===== src/rtl/pipe_pkg.sv =====
// rtl/pipe_pkg.sv - shared state encoding and defaults for the skid-buffered pipeline stages
package pipe_pkg;

  // Encoding equals the occupancy, so count can be read straight off the state.
  typedef enum logic [1:0] {
    ST_EMPTY = 2'd0,
    ST_ONE   = 2'd1,
    ST_FULL  = 2'd2
  } skid_state_e;

  localparam logic [31:0] DEFAULT_NOP_IR = 32'h0000_0000;

  function automatic logic [1:0] count_of(input skid_state_e st);
    case (st)
      ST_ONE:  return 2'd1;
      ST_FULL: return 2'd2;
      default: return 2'd0;
    endcase
  endfunction

endpackage


===== src/rtl/if_id_skid_stage.sv =====
// rtl/if_id_skid_stage.sv - two-entry skid-buffered IF/ID stage carrying {pc, ir} with flush
module if_id_skid_stage
  import pipe_pkg::*;
#(
  parameter int unsigned          pc_size    = 18,
  parameter int unsigned          data_size  = 32,
  parameter logic [data_size-1:0] NOP_IR     = data_size'(DEFAULT_NOP_IR),
  parameter int unsigned          FLUSH_MODE = 1
) (
  input  logic                 clk,
  input  logic                 rst,
  input  logic                 in_valid,
  output logic                 in_ready,
  input  logic [pc_size-1:0]   in_pc,
  input  logic [data_size-1:0] in_ir,
  input  logic                 flush,
  output logic                 out_valid,
  input  logic                 out_ready,
  output logic [pc_size-1:0]   out_pc,
  output logic [data_size-1:0] out_ir,
  output logic                 out_bubble,
  output logic [1:0]           count
);

  skid_state_e          state_q;
  logic [pc_size-1:0]   main_pc_q, skid_pc_q;
  logic [data_size-1:0] main_ir_q, skid_ir_q;
  logic                 main_bub_q, skid_bub_q;
  logic                 hold_q;

  logic in_xfer, out_xfer;

  // in_ready depends on registered state only, so decode stalls never reach fetch.
  assign in_ready   = rst & (state_q != ST_FULL);
  assign out_valid  = (state_q != ST_EMPTY);
  assign in_xfer    = in_valid & in_ready;
  assign out_xfer   = out_valid & out_ready;
  assign out_pc     = main_pc_q;
  assign out_ir     = main_ir_q;
  assign out_bubble = main_bub_q;
  assign count      = count_of(state_q);

  always_ff @(posedge clk) begin
    if (!rst) begin
      state_q    <= ST_EMPTY;
      main_pc_q  <= '0;
      main_ir_q  <= '0;
      main_bub_q <= 1'b0;
      skid_pc_q  <= '0;
      skid_ir_q  <= '0;
      skid_bub_q <= 1'b0;
    end else if (flush) begin
      // Any out_xfer this cycle already delivered the head; an accepted in_xfer is discarded.
      if (FLUSH_MODE == 0) begin
        state_q <= ST_EMPTY;
      end else begin
        state_q    <= ST_ONE;
        main_pc_q  <= in_pc;
        main_ir_q  <= NOP_IR;
        main_bub_q <= 1'b1;
      end
    end else begin
      case (state_q)
        ST_EMPTY: begin
          if (in_xfer) begin
            main_pc_q  <= in_pc;
            main_ir_q  <= in_ir;
            main_bub_q <= 1'b0;
            state_q    <= ST_ONE;
          end
        end
        ST_ONE: begin
          if (in_xfer && !out_xfer) begin
            skid_pc_q  <= in_pc;
            skid_ir_q  <= in_ir;
            skid_bub_q <= 1'b0;
            state_q    <= ST_FULL;
          end else if (in_xfer && out_xfer) begin
            main_pc_q  <= in_pc;
            main_ir_q  <= in_ir;
            main_bub_q <= 1'b0;
          end else if (out_xfer) begin
            state_q <= ST_EMPTY;
          end
        end
        ST_FULL: begin
          if (out_xfer) begin
            main_pc_q  <= skid_pc_q;
            main_ir_q  <= skid_ir_q;
            main_bub_q <= skid_bub_q;
            state_q    <= ST_ONE;
          end
        end
        default: state_q <= ST_EMPTY;
      endcase
    end
  end

  // hold_q marks a cycle that stalled in FULL; the state seen one edge later must still be FULL.
  always_ff @(posedge clk) begin
    hold_q <= rst & (state_q == ST_FULL) & !out_ready & !flush;
    if (hold_q) assert (state_q == ST_FULL);
    if (state_q == ST_FULL) assert (!in_ready);
    assert (count == count_of(state_q));
    assert (state_q != 2'd3);
  end

endmodule


===== config.mk =====
export PLATFORM = sky130hd
export DESIGN_NAME = if_id_skid_stage
export DESIGN_NICKNAME = d
export VERILOG_FILES = /design/src/rtl/pipe_pkg.sv /design/src/rtl/if_id_skid_stage.sv
export SDC_FILE = /design/constraint.sdc
export NUM_CORES = 1
export LEC_CHECK = 0
export ABC_CLOCK_PERIOD_IN_PS = 2320
export CELL_PAD_IN_SITES_DETAIL_PLACEMENT = 0
export CELL_PAD_IN_SITES_GLOBAL_PLACEMENT = 1
export CORE_ASPECT_RATIO = 0.8
export CORE_MARGIN = 1
export CORE_UTILIZATION = 25
export CTS_BUF_LIST = sky130_fd_sc_hd__clkbuf_4 sky130_fd_sc_hd__clkbuf_8
export DETAILED_ROUTE_END_ITERATION = 7
export PLACE_DENSITY_LB_ADDON = 0.1
export SKIP_CTS_REPAIR_TIMING = 1
export SYNTH_ARGS = -nofsm -noshare
export SYNTH_HDL_FRONTEND = slang
export SYNTH_SLANG_ARGS = --single-unit

===== constraint.sdc =====
create_clock -name clk -period 2.32 [get_ports clk]
set_input_delay 0.232 -clock clk [delete_from_list [all_inputs] [get_ports clk]]
set_output_delay 0.232 -clock clk [all_outputs]
set_load 0.02 [all_outputs]

==> flow_metrics.tcl, run 1 <==
set metrics [dict create \
    grt_pass1_vias 3628 \
    run_status "finished, final reports clean" \
    drive_above_1_share_pct 6.60 \
    worst_hold_path.num_cells 3 \
    via_count_of_the_routed_design 3819 \
    worstReg2RegStart "state_q[0]" \
    timing.critical_path.slowest_cell_delay_ns 0.64 \
    antenna_left 0 \
    synth_enable_flop_cells 0 \
    timing.hold.worst.class "in -> reg" \
    placementRows 41 \
    crit_required_ns 2.09 \
    ratio_of_final_minimum_period_to_clock_period_pct 87.7 \
    synthDistinctLibCells 26 \
    clock_sinks 103 \
    worst_setup_path_startpoint "state_q[0]" \
    timing.critical_path.arrival_ns 1.80 \
    drt-wirelength-per-cell_um 14.7 \
    r2r_path_end "skid_ir_q[24]" \
    synth-main-ff-cell "dfxtp_1" \
    start_util_pct 25.9 \
    cts_root_buf "clkbuf_8" \
    grt_start_max_net_pins 43 \
    cts_made_buffers 9 \
    drt_pre_antenna_iters 4 \
    power_switching_share_pct 25.5 \
    postSynth.asyncResetShare_pct 0 \
    peakVddDrop_v 0.000260 \
    power.static_leakage_nw 2.39 \
    final.setup.tns_ns 0 \
    ys_seq_elements 103 \
    pin_count 110 \
    cts.reportedPaths.clkPinSlew_ns 0.09 \
    portion_of_total_power_attributed_to_combinational_logic_pct 15.0 \
    globalplace.congestion 0.708 \
    grt_first_pass_wirelength_um 19600 \
    final_hold_viol_count 0 \
    critical_path.cell_chain "nand2b_2 > inv_2 > nor2_1 > clkdlybuf4s50_1" \
    drv_cap 0 \
    grt-ovfl-total 0 \
    finClkSkew_ns 0.00653 \
    drc_errors 0 \
    nNetsFinal 673 \
    path_delay_family "buffers and inverters" \
    slowest_stage "clkdlybuf4s50_1" \
    latest_clock_arrival_within_the_worst_skew_pair_ns 0.38 \
    detail_route.wirelength_um 12300 \
    n_fill_cell 1687 \
    seq_power_share_pct 52.6 \
    tightestPinTransition_ns 0.359 \
    rsz0062_at_grt "no" \
    worst-setup-path-type "reg -> out" \
    timing.hold.worst_endpoint "skid_pc_q[13]" \
    min_period_ns 2.04 \
    hold_path_startpoint "in_pc[13]" \
    multi_input_comb_area_sq_mm 0.00187 \
    clock_tree_from_tritoncts "done" \
    reg2reg_slack_ns 0.60 \
    die_h_um 117 \
    detail_route.vias_per_cell 4.57 \
    ys_warn_count 0 \
    slew_headroom_pct 75.5 \
    core_sq_mm 0.0160 \
    synth_fp_nets 577 \
    antenna_cells 0 \
    p_per_area_mw_per_mm2 629 \
    count_of_mapped_cells_out_of_synthesis 522 \
    dieArea_sq_mm 0.0171 \
    critical_path.endpoint_type "output port" \
    globalRouteTotalUtil_pct 14.9 \
    achievable-frequency_mhz 491 \
    critical_path.max_fanout 7 \
    timing_max_transition_violations_final 0 \
    p_int_mw 2.65 \
    final-seq-area_sq_mm 0.00206 \
    drt_iter0_markers 176 \
    clock_path_buffers 2 \
    relative_contribution_of_the_clock_network_to_total_power_pct 32.4 \
    crit_buf_inv 2 \
    setup_viol 0 \
    worst_slack_setup_final_ns 0.284 \
    place_worst_setup_slack_ns 0.282 \
    synth_seq_area_share_pct 49.8 \
    place.detailed.hpwl_um 8080 \
    buffer_ports.inserted 109 \
    layout_overhead_on_the_synthesized_area_pct 36.4 \
    clock_tree.htree_level_count 3 \
    synthesis.area_sq_mm 0.00414 \
    die_w_um 146 \
    critical_path.startpoint_type "flop" \
    antenna_violations_before_repair 0 \
    net-switching-power_uw 904 \
    avg_cell_area_syn_sq_um 7.93 \
    r2r_cells 5 \
]
## final cells by class
class | count | share of cell area, %
well taps | 215 | 4.76
inverters | 2 | 0.133
clock buffers | 13 | 2.84
flip-flops and latches | 103 | 36.5
clock inverters | 1 | 0.532
multi-input cells | 375 | 33.1
repair buffers | 127 | 22.1
## cell usage after synthesis (all sizes together), types with 2 or more instances
| cell type | instances | share of area [%] |
|---|---|---|
| inv | 2 | 0.18 |
| nand3 | 33 | 4.0 |
| nand2b | 2 | 0.30 |
| a21oi | 51 | 6.2 |
| o21ai | 19 | 2.3 |
| nor2b | 2 | 0.30 |
| nor2 | 4 | 0.42 |
| nand2 | 202 | 18 |
| buf | 28 | 4.0 |
| o211a | 32 | 7.7 |
| nand4b | 2 | 0.42 |
| dfxtp | 103 | 50 |
| clkbuf | 14 | 1.3 |
| a31oi | 18 | 2.7 |
| nand3b | 3 | 0.54 |
## through the flow
step                      utilization, %  area [sq um]  power [mW]  hold slack, ns  instances
final                               35.3          5650        3.55           0.425        836
after global placement              34.1          5460        2.44           0.441        822
after floorplan                        -          4140        2.15           0.315        522
after CTS                           35.3          5650        3.62           0.400        836
after global routing                35.3          5650        3.73           0.413        836
after detailed placement            34.1          5460        2.45           0.447        822
## worst max-delay path by stage
stage / to / slack (ns) / depth (start not counted)
final: in_ready / 0.28 / 4
after global routing: in_ready / 0.13 / 4
after detailed placement: skid_ir_q[9] / 0.28 / 6
after floorplan: in_ready / 0.89 / 5
after global placement: skid_ir_q[8] / 0.30 / 6
after CTS: in_ready / 0.23 / 4
## routing by layer
| metal | vias to the layer above | share of wire (%) | track usage, % |
|---|---|---|---|
| li1 | 1945 | - | - |
| met1 | 1767 | 50 | 20.1 |
| met2 | 100 | 43 | 22.9 |
| met3 | 7 | 6.2 | 4.88 |
| met4 | 0 | 0.87 | 3.93 |
| met5 | - | 0 | 0 |
## power by group through the flow
stage | clock network [mW] | registers, mW | logic, mW
detailed placement | 0 | 1.91 | 0.536
global placement | 0 | 1.91 | 0.536
global route | 1.28 | 1.88 | 0.575
floorplan | 0 | 1.97 | 0.183
CTS | 1.21 | 1.87 | 0.539
finish | 1.15 | 1.87 | 0.531
## sequential cells by signal, summed over array words and instances, names as in the netlist
register and count:
out_bubble 1, skid_pc_q 18, state_q 2, skid_ir_q 32, out_pc 18, out_ir 32
## worst reg2reg max path: stages (launching register included)
cell and delay [ns]:
dfxtp_1 0.44, nor2b_1 0.26, or3b_2 0.48, buf_4 0.25, nand2_1 0.11, a21oi_1 0.06
## layout by cell type, fill, tap and decap left out
master,n
nor2b_1,2
a21oi_1,51
or3b_2,1
nor3b_4,1
nand2b_2,1
a31oi_1,18
nand2b_1,1
nand3_2,1
nand4bb_1,1
clkbuf_8,10
a2111oi_0,1
nand3b_1,3
clkdlybuf4s50_1,109
clkbuf_4,3
nand2_1,202
buf_12,2
nor2_2,2
nor2_1,2
nand4b_1,2
xnor2_1,1
dfxtp_1,103
or2_2,1
bufinv_16,1
o21ai_0,19
buf_4,16
o21a_1,1
nand3_1,32
o211a_1,32
inv_2,2
## logic make-up after synthesis
kind of cell,share of synthesized area (%)
AOI/OAI and AO/OA,19.3
buffers and inverters,5.47
and+or+nand+nor,25.2
xor gates and xnor gates,0.212
DFF,49.8
(Power assumes the default switching activity.)
==> inputs of run 2 (changes only) <==
--- a/config.mk
+++ b/config.mk
@@ -13,6 +13,7 @@
 export CORE_UTILIZATION = 25
 export CTS_BUF_LIST = sky130_fd_sc_hd__clkbuf_4 sky130_fd_sc_hd__clkbuf_8
 export DETAILED_ROUTE_END_ITERATION = 7
+export GPL_TIMING_DRIVEN = 0
 export PLACE_DENSITY_LB_ADDON = 0.1
 export SKIP_CTS_REPAIR_TIMING = 1
 export SYNTH_ARGS = -nofsm -noshare
==> flow_metrics.tcl, run 2 (same netlist as run 1, synthesis figures left out) <==
set metrics [dict create \
    core_sq_mm 0.0160 \
    pin_count 110 \
    nNetsFinal 696 \
    p_per_area_mw_per_mm2 608 \
    grt_start_max_net_pins 16 \
    worst_hold_path.num_cells 3 \
    clock_tree.htree_level_count 3 \
    cts_root_buf "clkbuf_8" \
    critical_path.max_fanout 10 \
    min_period_ns 2.12 \
    run_status "finished, final reports clean" \
    place.detailed.hpwl_um 9240 \
    via_count_of_the_routed_design 3867 \
    hold_path_startpoint "flush" \
    final_hold_viol_count 0 \
    totalPowerFinal_mw 3.44 \
    cts_made_buffers 9 \
    timing_max_transition_violations_final 0 \
    drv_cap 0 \
    layout.cells.most_common_list "nand2_1, clkdlybuf4s50_1, dfxtp_1" \
    clock_sinks 103 \
    crit_required_ns 2.09 \
    place_worst_setup_slack_ns -0.0553 \
    grt_first_pass_wirelength_um 20900 \
    die_w_um 146 \
    critical_path.endpoint_type "output port" \
    placementRows 41 \
    grt-ovfl-total 0 \
    start_util_pct 25.9 \
    r2r_cells 5 \
    globalplace.congestion 0.734 \
    globalRouteTotalUtil_pct 16.0 \
    antenna_left 0 \
    antenna_cells 0 \
    peakVddDrop_v 0.000279 \
    detail_route.wirelength_um 13200 \
    dieArea_sq_mm 0.0171 \
    detail_route.vias_per_cell 4.50 \
    slew_headroom_pct 62.5 \
    clock_tree_from_tritoncts "done" \
    timing.hold.worst_endpoint "out_bubble" \
    ratio_of_final_minimum_period_to_clock_period_pct 91.5 \
    worstReg2RegStart "state_q[1]" \
    final_common_cell "nand2_1" \
    die_h_um 117 \
    drt_pre_antenna_iters 5 \
    tightestPinTransition_ns 0.562 \
    critical_path.startpoint_type "flop" \
    drc_errors 0 \
    latest_clock_arrival_within_the_worst_skew_pair_ns 0.37 \
    finClkSkew_ns 0.00913 \
    power.static_leakage_nw 2.43 \
    buffer_ports.inserted 108 \
    layout_overhead_on_the_synthesized_area_pct 36.8 \
    fin_cells 860 \
    grt_pass1_vias 3756 \
    cts.reportedPaths.clkPinSlew_ns 0.10 \
    achievable-frequency_mhz 471 \
    antenna_violations_before_repair 0 \
    final.setup.tns_ns 0 \
    drt_iter0_markers 236 \
    drive_above_1_share_pct 6.51 \
    setup_viol 0 \
    timing.critical_path.arrival_ns 1.89 \
    r2r_path_end "out_pc[10]" \
    placed_cells_incl_taps 845 \
    worst_slack_setup_final_ns 0.198 \
    worst-setup-path-type "reg -> out" \
    rsz0062_at_grt "no" \
    clock_path_buffers 2 \
    timing.hold.worst.class "in -> reg" \
    reg2reg_slack_ns 0.48 \
    drt-wirelength-per-cell_um 15.3 \
]
-- run 2: layout make-up --
type                    instances  area (sq um)
fillers                      1694         10300
flip-flops and latches        103          2060
repair buffers                108          1090
clock buffers                  11           145
well taps                     215           269
clock inverters                 4          22.5
multi-input cells             375          1850
inverters                       2          7.51
plain buffers                  42           219
-- run 2: worst max path at each step --
stage	start	cells after the start	slack (ns)	to
floorplan	state_q[0]	5	0.89	in_ready
global placement	rst	5	-0.03	in_ready
detailed placement	rst	5	-0.06	in_ready
CTS	state_q[0]	6	-0.27	in_ready
global route	state_q[1]	6	0.008	in_ready
finish	state_q[0]	6	0.20	in_ready
-- run 2: worst max-delay path, stage by stage, from the launching register on --
cell            delay [ns]
dfxtp_1               0.43
nand2b_1              0.13
buf_2                 0.23
inv_2                 0.14
buf_2                 0.22
nor2_1                0.13
dlymetal6s2s_1        0.24
-- run 2: metal layers --
layer	share of wire, %	global-route usage, %
met1	50	22.0
met2	43	24.0
met3	6.1	5.12
met4	0.40	4.42
met5	0	0
-- run 2: metrics by stage --
stage	utilization, %	hold slack (ns)	cell area, sq um
floorplan	-	0.315	4140
global placement	34.3	0.442	5490
detailed placement	34.3	0.447	5490
CTS	35.4	0.291	5660
global route	35.4	0.325	5660
finish	35.4	0.323	5660
-- run 2: report_power, final --
group,internal [mW],switching [mW]
clock network,0.421,0.617
registers,1.83,0.0353
logic,0.252,0.285
==> inputs of run 3 (changes only) <==
--- a/config.mk
+++ b/config.mk
@@ -13,6 +13,7 @@
 export CORE_UTILIZATION = 25
 export CTS_BUF_LIST = sky130_fd_sc_hd__clkbuf_4 sky130_fd_sc_hd__clkbuf_8
 export DETAILED_ROUTE_END_ITERATION = 7
+export GPL_ROUTABILITY_DRIVEN = 0
 export GPL_TIMING_DRIVEN = 0
 export PLACE_DENSITY_LB_ADDON = 0.1
 export SKIP_CTS_REPAIR_TIMING = 1
==> results of run 3 <==
Final layout, timing and power as in run 2 (identical DEF).
